===== src/rtl/control_unit.sv =====
// ID-stage instruction decoder: maps mode/opcode/S to ALU command and enables.
// Ports: clk, rst (unused by decode), mode, opcode, S -> S_UpdateSig, branch,
//        exeCMD, memWriteEn, memReadEn, writeBackEn (all combinational).
module control_unit (
   input  logic       clk,
   input  logic       rst,
   input  logic [1:0] mode,
   input  logic [3:0] opcode,
   input  logic       S,
   output logic       S_UpdateSig,
   output logic       branch,
   output logic [3:0] exeCMD,
   output logic       memWriteEn,
   output logic       memReadEn,
   output logic       writeBackEn
);

   typedef enum logic [1:0] {
      MODE_DP  = 2'b00,
      MODE_MEM = 2'b01,
      MODE_BR  = 2'b10
   } mode_e;

   typedef enum logic [3:0] {
      OP_AND = 4'b0000,
      OP_EOR = 4'b0001,
      OP_SUB = 4'b0010,
      OP_ADD = 4'b0100,
      OP_ADC = 4'b0101,
      OP_SBC = 4'b0110,
      OP_TST = 4'b1000,
      OP_CMP = 4'b1010,
      OP_ORR = 4'b1100,
      OP_MOV = 4'b1101,
      OP_MVN = 4'b1111
   } op_e;

   typedef struct packed {
      logic       s_upd;
      logic       br;
      logic [3:0] cmd;
      logic       mem_w;
      logic       mem_r;
      logic       wb;
   } ctrl_t;

   ctrl_t ctrl;
   ctrl_t dp;

   // Clock and reset have no role in a pure decode; keep them visibly consumed.
   logic unused_clk_rst;
   assign unused_clk_rst = clk ^ rst;

   // Data-processing sub-decode; ALU ops write back and follow S,
   // compares only update flags.
   always_comb begin
      dp = '0;
      unique case (opcode)
         OP_MOV:  dp = '{S,    1'b0, 4'b0001, 1'b0, 1'b0, 1'b1};
         OP_MVN:  dp = '{S,    1'b0, 4'b1001, 1'b0, 1'b0, 1'b1};
         OP_ADD:  dp = '{S,    1'b0, 4'b0010, 1'b0, 1'b0, 1'b1};
         OP_ADC:  dp = '{S,    1'b0, 4'b0011, 1'b0, 1'b0, 1'b1};
         OP_SUB:  dp = '{S,    1'b0, 4'b0100, 1'b0, 1'b0, 1'b1};
         OP_SBC:  dp = '{S,    1'b0, 4'b0101, 1'b0, 1'b0, 1'b1};
         OP_AND:  dp = '{S,    1'b0, 4'b0110, 1'b0, 1'b0, 1'b1};
         OP_ORR:  dp = '{S,    1'b0, 4'b0111, 1'b0, 1'b0, 1'b1};
         OP_EOR:  dp = '{S,    1'b0, 4'b1000, 1'b0, 1'b0, 1'b1};
         OP_CMP:  dp = '{1'b1, 1'b0, 4'b0100, 1'b0, 1'b0, 1'b0};
         OP_TST:  dp = '{1'b1, 1'b0, 4'b0110, 1'b0, 1'b0, 1'b0};
         default: dp = '0;
      endcase
   end

   always_comb begin
      ctrl = '0;
      unique case (mode)
         MODE_DP:  ctrl = dp;
         MODE_MEM: begin
            // Only the add-offset form is a legal load/store; S picks direction.
            if (opcode == OP_ADD) begin
               ctrl.cmd   = 4'b0010;
               ctrl.mem_r = S;
               ctrl.wb    = S;
               ctrl.mem_w = ~S;
            end
         end
         MODE_BR:  ctrl.br = 1'b1;
         default:  ctrl = '0;
      endcase
   end

   assign S_UpdateSig = ctrl.s_upd;
   assign branch      = ctrl.br;
   assign exeCMD      = ctrl.cmd;
   assign memWriteEn  = ctrl.mem_w;
   assign memReadEn   = ctrl.mem_r;
   assign writeBackEn = ctrl.wb;

endmodule


===== config.mk =====
export PLATFORM = sky130hd
export DESIGN_NAME = control_unit
export DESIGN_NICKNAME = d
export VERILOG_FILES = /design/src/rtl/control_unit.sv
export SDC_FILE = /design/constraint.sdc
export NUM_CORES = 1
export LEC_CHECK = 0
export ABC_AREA = 1
export ABC_CLOCK_PERIOD_IN_PS = 820
export BUFFER_PORTS_ARGS = -buffer_cell sky130_fd_sc_hd__buf_2
export CAP_MARGIN = 20
export CORE_AREA = 5 5 42 44
export DETAILED_ROUTE_END_ITERATION = 8
export DIE_AREA = 0 0 47 49
export PLACE_DENSITY = 0.4
export REMOVE_ABC_BUFFERS = 1
export SYNTH_ARGS = -nofsm -noshare
export SYNTH_HDL_FRONTEND = slang
export SYNTH_SLANG_ARGS = --single-unit

===== constraint.sdc =====
create_clock -name vclk -period 0.82
set_input_delay 0.164 -clock vclk [all_inputs]
set_output_delay 0.164 -clock vclk [all_outputs]
set_load 0.02 [all_outputs]

== Word level (Yosys, flattened, before mapping) ==
Cells that the tools add are included.
Word-level totals
  bits in registers: 0
  input bits: 9
  output and inout bits: 9
  logic and storage cells: 20
Cells by class
  equal/unequal tests: 12
  muxes and demuxes: 5
  bitwise operators: 1
  reduce and logical (&&, ||, !) cells: 2
Operators with widths (count)
  9-bit one-hot mux with 11 select lines: 1
  4-bit == test, second input constant: 5
  7-bit one-hot mux with 2 select lines: 1
  4-bit by 3-bit == test with 1-bit output, second input constant: 3
  5-bit two-way mux: 1
  4-bit by 1-bit == test with 1-bit output, second input constant: 1
  4-bit by 2-bit == test with 1-bit output, second input constant: 1
  4-bit zero test: 1
  2-bit by 1-bit == test with 1-bit output, second input constant: 1
  2-bit == test, second input constant: 1
  2-bit zero test: 1
  1-bit one-hot mux with 2 select lines: 1
  1-bit two-way mux: 1
  1-bit inverter: 1

== Logic depth before layout (Yosys ltp) ==
Gate-level depths: netlist of run 1.
  word-level depth: 3
  gate-level depth with buffers: 6

== Least setup slack after synthesis of run 1 ==
No wires, ideal clock.
  path type: in2out
  start point: input port opcode[3]
  end point: output port memReadEn
  arrival time: 0.768 ns
  path slack: -0.112 ns
  cell stages on the path: 5
  cell sequence: inv_2 nand2_1 nor2_2 nand2_2 nor2_1
Between the ends
  word-level cells in the longest chain between the ends: 3
Ends and longest elaborated chain
  start, declared: line 8  | input logic [3:0] opcode,
  4-bit by 3-bit == test with 1-bit output: line 80  | if (opcode == OP_ADD) begin
  5-bit two-way mux: line 80
  7-bit one-hot mux with 2 select lines: line 76  | unique case (mode)
  end, declared: line 14  | output logic memReadEn,
No other way between the ends.

== Worst setup path in the final report of run 1 ==
  start point: input port opcode[2]
  end point: output port S_UpdateSig
Between the ends
  word-level cells in the longest chain between the ends: 3
Ends and longest elaborated chain
  4-bit == test (tied with other cells): line 58  | unique case (opcode)
  9-bit one-hot mux with 11 select lines *: line 58
  1-bit two-way mux *: line 76
  end, declared: line 10  | output logic S_UpdateSig,
Mark *: on every way between the ends. The rest lies on a longest branch, timed or not.

==> results.ini, run 1 <==
[run_status]
status=complete, but fails checks
violations=negative setup slack

[final_layout]
clock_buffers=0
final-seq-area_um2=0
area_growth_pct=156.0
drive_gt1_share_pct=72.73
multi_input_area_um2=229.0
n_antenna_cell=0
nFillCells=149
finalNonFillerCells=82
nets=77
seq_cell_count=0
fin_area_um2=538.0

[floorplan]
num_rows=14
fp.dieW_um=47
ios=18
fp.dieH_um=49
start_util_pct=15.00
die_area_um2=2303
core_area_um2=1401

[hold_path]
hp-class=in2out
hold_path_depth=3
hold_path_startpoint=S
min_to=memWriteEn

[sta]
finalHoldViolCount=0
worstMarginPinSlew_ns=0.1329
fin_crit_ns=0.9777
rsz0062_at_grt=yes
finalCritPeriodShare_pct=119.2
slew_viol_final=0
slew-limit-headroom_pct=91.12
setup_slack_ns=-0.1577
setup_viol=8
max_freq_mhz=1023

[routing]
vias=341
drt_iter0_drc=4
postRouteAntennaNets=0
viasPerCell=4.159
drt_wl_total_um=764
drc=0
dr.pass1.iters=2
post_drt_wl_per_cell_um=9.317

[worst_setup_path]
cp-end-kind=output port
worst_setup_path_start_kind=input port
crit_arrival_ns=0.81
critPathRequiredTime_ns=0.66
path_class=in2out
crit_path_start=opcode[2]
critPathMaxFanout=4

[yosys]
syn_inst=43
seq_area_frac_synth_pct=0
yosysWarnings=0
yosys.cell_types.count=13
synth.avg_cell_area_um2=4.888
syn_area_um2=210.2

[global_route]
busiest_layer=met2
grt_first_pass_wirelength_mm=1.173
grtUsageMet3_pct=0.7380
grt_use_met1_pct=7.391
grt_max_degree=6
grt_usage_pct=6.175
grtUsageMet2_pct=11.76
grt_overflow=0
antenna_found_initial=0
first_global_vias=323

[power_and_ir_drop]
p_per_area_nw_per_um2=467.0
p_leak_nw=0.2745
vdd.ir_drop.worst_mv=0.1393

[placed_design]
portBuffers=16
dp_hpwl_um=581.6
place_area_um2=347.8
place_congestion=0.7003
dp.cells=80

[clock_network]
ctsHoldBuffers=0

[job]
max-cap-violations=0

==> stage by stage <==
stage               setup slack, ns  hold WS (ns)  utilization [%]  total power, mW  setup TNS (ns)
floorplan                   -0.1122        0.4078                -          0.08737         -0.4210
global placement            -0.2562        0.5992            24.82           0.1608          -1.673
detailed placement          -0.2433        0.5971            24.82           0.1588          -1.629
CTS                         -0.1821        0.5935            35.00           0.2301          -1.192
global route                -0.2111        0.5884            38.39           0.2717          -1.464
finish                      -0.1577        0.5801            38.39           0.2512          -1.059
==> routing by layer <==
layer / wire length (um) / up-vias
met3: 55 / 0
li1: - / 182
met4: 0 / 0
met5: 0 / -
met2: 441 / 7
met1: 267 / 152
==> cell families (layout without fill, tap and decap cells) <==
logic type	after synthesis	count (layout)	synth area share, %
buffers and inverters	10	33	17.85
AND/OR/NAND/NOR	29	29	70.83
AO/OA/AOI/OAI	4	4	11.31
==> cells in the final DEF (no fill, tap or decap), drive strengths merged <==
master,count
nand3,6
inv,9
nor2,7
clkinv,1
buf,23
o21ai,1
nand4,2
a21oi,3
nand2,14
==> worst max-delay path by stage <==
stage	to	slack (ns)
2_1_floorplan	memReadEn	-0.11
3_3_place_gp	writeBackEn	-0.26
3_5_place_dp	writeBackEn	-0.24
4_1_cts	writeBackEn	-0.18
5_1_grt	exeCMD[0]	-0.21
6_report	S_UpdateSig	-0.16
==> critical path, stage by stage <==
cell	delay [ns]
buf_4	0.12
nand2_2	0.08
inv_4	0.07
nand2_4	0.06
nand3_2	0.05
nand2_1	0.06
nor2_2	0.09
buf_6	0.12
==> cell usage after synthesis <==
| cell | count | area, um^2 |
|---|---|---|
| nand2_2 | 4 | 25.02 |
| nand4_1 | 2 | 12.51 |
| nor2_1 | 4 | 15.01 |
| nand3_1 | 5 | 25.02 |
| inv_1 | 6 | 22.52 |
| a21oi_1 | 3 | 15.01 |
| inv_2 | 3 | 11.26 |
| nand3_2 | 1 | 10.01 |
| clkinv_1 | 1 | 3.750 |
| nor2_4 | 1 | 11.26 |
| nand2_1 | 10 | 37.54 |
| nor2_2 | 2 | 12.51 |
| o21ai_2 | 1 | 8.760 |
==> report_power, final <==
part	switching [mW]	total [mW]	internal, mW
clock	0	0	0
combinational	0.129	0.251	0.122
sequential	0	0	0
total	0.129	0.251	0.122
==> timing repair <==
item                                    4_1_cts  5_1_grt
setup buffers                                 2        0
endpoints found under the hold margin         0        0
endpoints found under the setup margin        8        8
pin swaps                                    11        6
gates resized for setup                      41       14
==> final cells by class <==
class / instances / share of cell area [%]
repair buffers: 23 / 42.09
well taps: 16 / 3.721
multi-input cells: 33 / 42.56
inverters: 10 / 11.63
Note: power is estimated with default switching activity, not from simulation.
==> inputs of run 2 (changes only) <==
--- a/config.mk
+++ b/config.mk
@@ -5,14 +5,13 @@
 export SDC_FILE = /design/constraint.sdc
 export NUM_CORES = 1
 export LEC_CHECK = 0
-export ABC_AREA = 1
 export ABC_CLOCK_PERIOD_IN_PS = 820
 export BUFFER_PORTS_ARGS = -buffer_cell sky130_fd_sc_hd__buf_2
 export CAP_MARGIN = 20
 export CORE_AREA = 5 5 42 44
 export DETAILED_ROUTE_END_ITERATION = 8
 export DIE_AREA = 0 0 47 49
-export PLACE_DENSITY = 0.4
+export PLACE_DENSITY = 0.39
 export REMOVE_ABC_BUFFERS = 1
 export SYNTH_ARGS = -nofsm -noshare
 export SYNTH_HDL_FRONTEND = slang
==> run 2 against run 1 <==
The run still ends with negative setup slack left. Sequential cell count did not move. Worst hold slack improved by 0.071 ns. Combinational power rose by 2%. Die area did not move. Worst setup slack got worse by 0.14 ns. Clock-buffer cell count did not move. First-iteration DRC count fell by 100%. Total power rose by 2.1%. Synthesized cell count fell by 23%. Sequential share of layout area did not move.
==> results.ini, run 2 <==
[routing]
drt_wl_total_um=744  ; -2.6%
dr.pass1.iters=1  ; -1
postRouteAntennaNets=0  ; unchanged
viasPerCell=4.365  ; +5.0%
drc=0  ; unchanged
drt_iter0_drc=0  ; -4
vias=323  ; -5.3%
post_drt_wl_per_cell_um=10.05  ; +7.9%

[power_and_ir_drop]
vdd.ir_drop.worst_mv=0.2308  ; +66%
p_leak_nw=0.2432  ; -11%
p_per_area_nw_per_um2=475.7  ; +1.9%
power.total_mw=0.2565  ; +2.1%

[yosys]
syn_inst=33  ; -23%
syn_area_um2=195.2  ; -7.1%
netlist.area_leader.share_pct=10.26  ; -7.6 points
synth.avg_cell_area_um2=5.915  ; +21%
yosysWarnings=0  ; unchanged
seq_area_frac_synth_pct=0  ; unchanged
synth_common_cells=a21oi_1 (4), nand2_1 (4), nor2_1 (4)
ys_top_cells_by_area=a21oi_1 (10%), nand3_1 (7.7%), a2111oi_2 (7.7%), nand2_1 (7.7%), nor2_1 (7.7%)
yosys.cell_types.count=19  ; +6
synth_top_area_cell=a21oi_1

[sta]
max_freq_mhz=892.6  ; -13%
slew_viol_final=0  ; unchanged
finalHoldViolCount=0  ; unchanged
setup_slack_ns=-0.3003  ; -0.1425 ns
setup_viol=8  ; unchanged
rsz0062_at_grt=yes
slew-limit-headroom_pct=84.02  ; -7.1 points
tns_ns=-2.061  ; -1.002 ns
worstMarginPinSlew_ns=0.2397  ; +0.1069 ns
finalCritPeriodShare_pct=136.6  ; +17 points
fin_crit_ns=1.120  ; +0.1425 ns

[worst_setup_path]
crit_arrival_ns=0.96  ; +0.15 ns
worstPathCellList=buf_12 > xnor2_4 > a2111oi_4 > buf_4
slowest_stage=a2111oi_4
path_buf_inv=2  ; -1
critPathRequiredTime_ns=0.66  ; about the same
critPathMaxFanout=8  ; +4
path_class=in2out
cp-end-kind=output port
slowest_delay_ns=0.34  ; +0.22 ns
cp_top_family=compound AO/OA/AOI/OAI gates
worst_setup_path_start_kind=input port

[job]
max-cap-violations=0  ; unchanged

[placed_design]
place_congestion=0.6565  ; -6.3%
portBuffers=16  ; unchanged
dp_hpwl_um=593.9  ; +2.1%

[hold_path]
hp-class=in2out

[final_layout]
nets=69  ; -10%
nFillCells=150  ; +0.67%
n_antenna_cell=0  ; unchanged
area_growth_pct=176.3
final_common_cell=buf_4
clock_buffers=0  ; unchanged
drive_gt1_share_pct=63.79  ; -8.9 points
seq_cell_count=0  ; unchanged
final-seq-area_um2=0  ; unchanged
final_cell_mix=buf_4 (12), buf_6 (10), nand2_1 (4), a21oi_1 (4), nor2_1 (3)

[clock_network]
ctsHoldBuffers=0  ; unchanged

[floorplan]
fp.dieW_um=47  ; unchanged
die_area_um2=2303  ; unchanged
start_util_pct=13.93  ; -1.1 points
core_area_um2=1401  ; unchanged
num_rows=14  ; unchanged
ios=18  ; unchanged
fp.dieH_um=49  ; unchanged

[global_route]
grt_max_degree=10  ; +4
grt_first_pass_wirelength_mm=1.255  ; +7.0%
grt_overflow=0  ; unchanged
grt_usage_pct=6.676  ; +0.50 points
antenna_found_initial=0  ; unchanged
first_global_vias=312  ; -3.4%

[run_status]
violations=negative setup slack
status=complete, but fails checks

run 2: timing repair:
item | 4_1_cts | 5_1_grt
cloned | 0 | 0
setup buffers | 0 | 2
endpoints found under the setup margin | 9 | 9
resized for setup | 37 | 8
pin swaps | 6 | 5
run 2: cell families (layout without fill, tap and decap cells):
group,Yosys count,count (layout),synth area share (%)
simple gates,20,20,55.12
buf+inv,3,28,7.050
xor+xnor,1,1,4.488
compound gates,9,9,33.33
run 2: area by class of cell:
cell class / instances / area, um^2 / area share (%)
Tap cell: 16 / 20.02 / 3.712
Multi-Input combinational cell: 30 / 247.7 / 45.94
Timing Repair Buffer: 27 / 267.8 / 49.65
Inverter: 1 / 3.754 / 0.6961
run 2: per-layer routing:
layer  track usage, %  up-vias  routed length (um)
li1                 -      172                   -
met1            7.424      146                 265
met2            13.35        5                 449
met3           0.7380        0                  29
met4                0        0                   0
met5                0        -                   0
run 2: metrics by stage:
step           util [%]  instance area (um^2)  setup WS [ns]  std cells  hold slack, ns
2_1_floorplan         -                 185.2        -0.2551         31          0.3735
3_3_place_gp      25.18                 352.8        -0.3584         72          0.7022
3_5_place_dp      25.18                 352.8        -0.3502         72          0.6971
4_1_cts           35.27                 494.2        -0.2938         72          0.6496
5_1_grt           38.48                 539.3        -0.3524         74          0.6643
6_report          38.48                 539.3        -0.3003         74          0.6507
run 2: path summary, 6_finish.rpt:
| kind | startpoint | end | slack [ns] | cells after the start |
|---|---|---|---|---|
| max | opcode[1] | exeCMD[2] | -0.30 | 4 |
| min | opcode[0] | exeCMD[2] | 0.65 | 3 |
run 2: report_power, final:
part | switching, mW | internal [mW]
sequential | 0 | 0
clock | 0 | 0
combinational | 0.111 | 0.145
total | 0.111 | 0.145
==> inputs of run 3 (changes only) <==
==> constraint.sdc (replaced) <==
create_clock -name vclk -period 0.82
set_input_delay 0.082 -clock vclk [all_inputs]
set_output_delay 0.082 -clock vclk [all_outputs]
set_load 0.02 [all_outputs]
==> run 3 against run 2 <==
The flow still finishes with violations (negative setup slack). Worst hold slack lost 0.20 ns. Wire length shrank 3.8%. Sequential cell count is the same. First-iteration DRC count grew 1. Sequential share of layout area is the same. Total power shrank 7.1%. Die area is the same. Critical path depth grew 1. Core utilization shrank 2.2 points. Largest power group unchanged.
==> results.ini, run 3 (synthesis gave the netlist of run 2 again) <==
[routing]
vias=324  ; +0.31%
postRouteAntennaNets=0  ; unchanged
dr.pass1.iters=2  ; +1
drt_wl_total_um=716  ; -3.8%
viasPerCell=4.438  ; +1.7%
drt_iter0_drc=1  ; +1
post_drt_wl_per_cell_um=9.808  ; -2.4%
drc=0  ; unchanged

[power_and_ir_drop]
switching_share_pct=44.74  ; +1.3 points
internal-power_mw=0.1317  ; -9.2%
pwr-share-seq_pct=0  ; unchanged
power.total_mw=0.2384  ; -7.1%
p_clk_share_pct=0  ; unchanged
vdd.ir_drop.worst_mv=0.1987  ; -14%
p_comb_share_pct=100.0  ; about the same
p_per_area_nw_per_um2=469.2  ; -1.4%
p_leak_nw=0.2281  ; -6.2%
p_switching_mw=0.1066  ; -4.3%

[final_layout]
drive_gt1_share_pct=63.16  ; -0.64 points
final-seq-area_um2=0  ; unchanged
nets=68  ; -1.4%
seq_cell_count=0  ; unchanged
clock_buffers=0  ; unchanged
final_cell_mix=buf_4 (13), buf_6 (7), nand2_1 (4)
final_common_cell=buf_4
area_growth_pct=160.3
n_antenna_cell=0  ; unchanged

[placed_design]
dp_hpwl_um=581.3  ; -2.1%
place_congestion=0.6574  ; +0.14%
portBuffers=16  ; unchanged
place_ws_ns=-0.2000  ; +0.1502 ns

[floorplan]
start_util_pct=13.93  ; unchanged
core_area_um2=1401  ; unchanged
num_rows=14  ; unchanged
fp.dieW_um=47  ; unchanged
die_area_um2=2303  ; unchanged
ios=18  ; unchanged
fp.dieH_um=49  ; unchanged

[global_route]
grt_usage_pct=6.246  ; -0.43 points
grt_max_degree=10  ; unchanged
grt_overflow=0  ; unchanged
antenna_found_initial=0  ; unchanged
first_global_vias=291  ; -6.7%
grt_first_pass_wirelength_mm=1.207  ; -3.8%

[sta]
finalHoldViolCount=0  ; unchanged
setup_slack_ns=-0.1273  ; +0.1730 ns
slew_viol_final=0  ; unchanged
worstMarginPinSlew_ns=0.2402  ; +0.0004262 ns
fin_crit_ns=0.9473  ; -0.1730 ns
setup_viol=7  ; -1
max_freq_mhz=1056  ; +18%
rsz0062_at_grt=yes
slew-limit-headroom_pct=83.82  ; -0.20 points
finalCritPeriodShare_pct=115.5  ; -21 points

[hold_path]
hp-class=in2out

[worst_setup_path]
cp-end-kind=output port
critPathRequiredTime_ns=0.74  ; +0.08 ns
path_class=in2out
worst_setup_path_start_kind=input port
critPathMaxFanout=5  ; -3
crit_arrival_ns=0.87  ; -0.09 ns

[run_status]
violations=negative setup slack
status=complete, but fails checks

[job]
max-cap-violations=0  ; unchanged

## run 3: path summary, 6_finish.rpt
path	end	from	cells after the start
worst max-delay path	writeBackEn	opcode[3]	5
worst min-delay path	exeCMD[2]	opcode[0]	3
## run 3: cell type report
| type | count | area [um^2] |
|---|---|---|
| tap | 16 | 20.02 |
| timing repair buffer | 26 | 251.5 |
| fill | 164 | 893.4 |
| multi-input combinational | 30 | 230.2 |
| inverter | 1 | 6.256 |
## run 3: power by group through the flow
stage	combinational (mW)	clock, mW	sequential [mW]
floorplan	0.0703	0	0
global placement	0.162	0	0
detailed placement	0.162	0	0
CTS	0.220	0	0
global route	0.256	0	0
finish	0.238	0	0
## run 3: layer usage
metal  global-route usage, %  share of wire [%]
met1                   7.826                 37
met2                   11.76                 59
met3                  0.3690                3.8
met4                       0                  0
met5                       0                  0
## run 3: worst max-delay path, stage by stage
cell and delay [ns]:
buf_8 0.10, and2b_1 0.21, and4_4 0.21, o21bai_1 0.10
buf_4 0.15
## run 3: repair_timing
item | in CTS | in global routing
setup buffers | 0 | 2
setup endpoints to repair | 8 | 8
hold buffers | 0 | 0
resized for setup | 31 | 10
pin swaps | 6 | 4
## run 3: per-stage QoR
step           std cells  setup TNS, ns  instance area [um^2]  utilization (%)  hold WS (ns)
3_5_place_dp          71         -1.162                 345.3            24.64        0.4725
4_1_cts               71        -0.6433                 455.4            32.50        0.4737
3_3_place_gp          71         -1.133                 345.3            24.64        0.4701
2_1_floorplan         31        -0.2817                 185.2                -        0.2095
5_1_grt               73        -0.9641                 508.0            36.25        0.4673
6_report              73        -0.6638                 508.0            36.25        0.4553
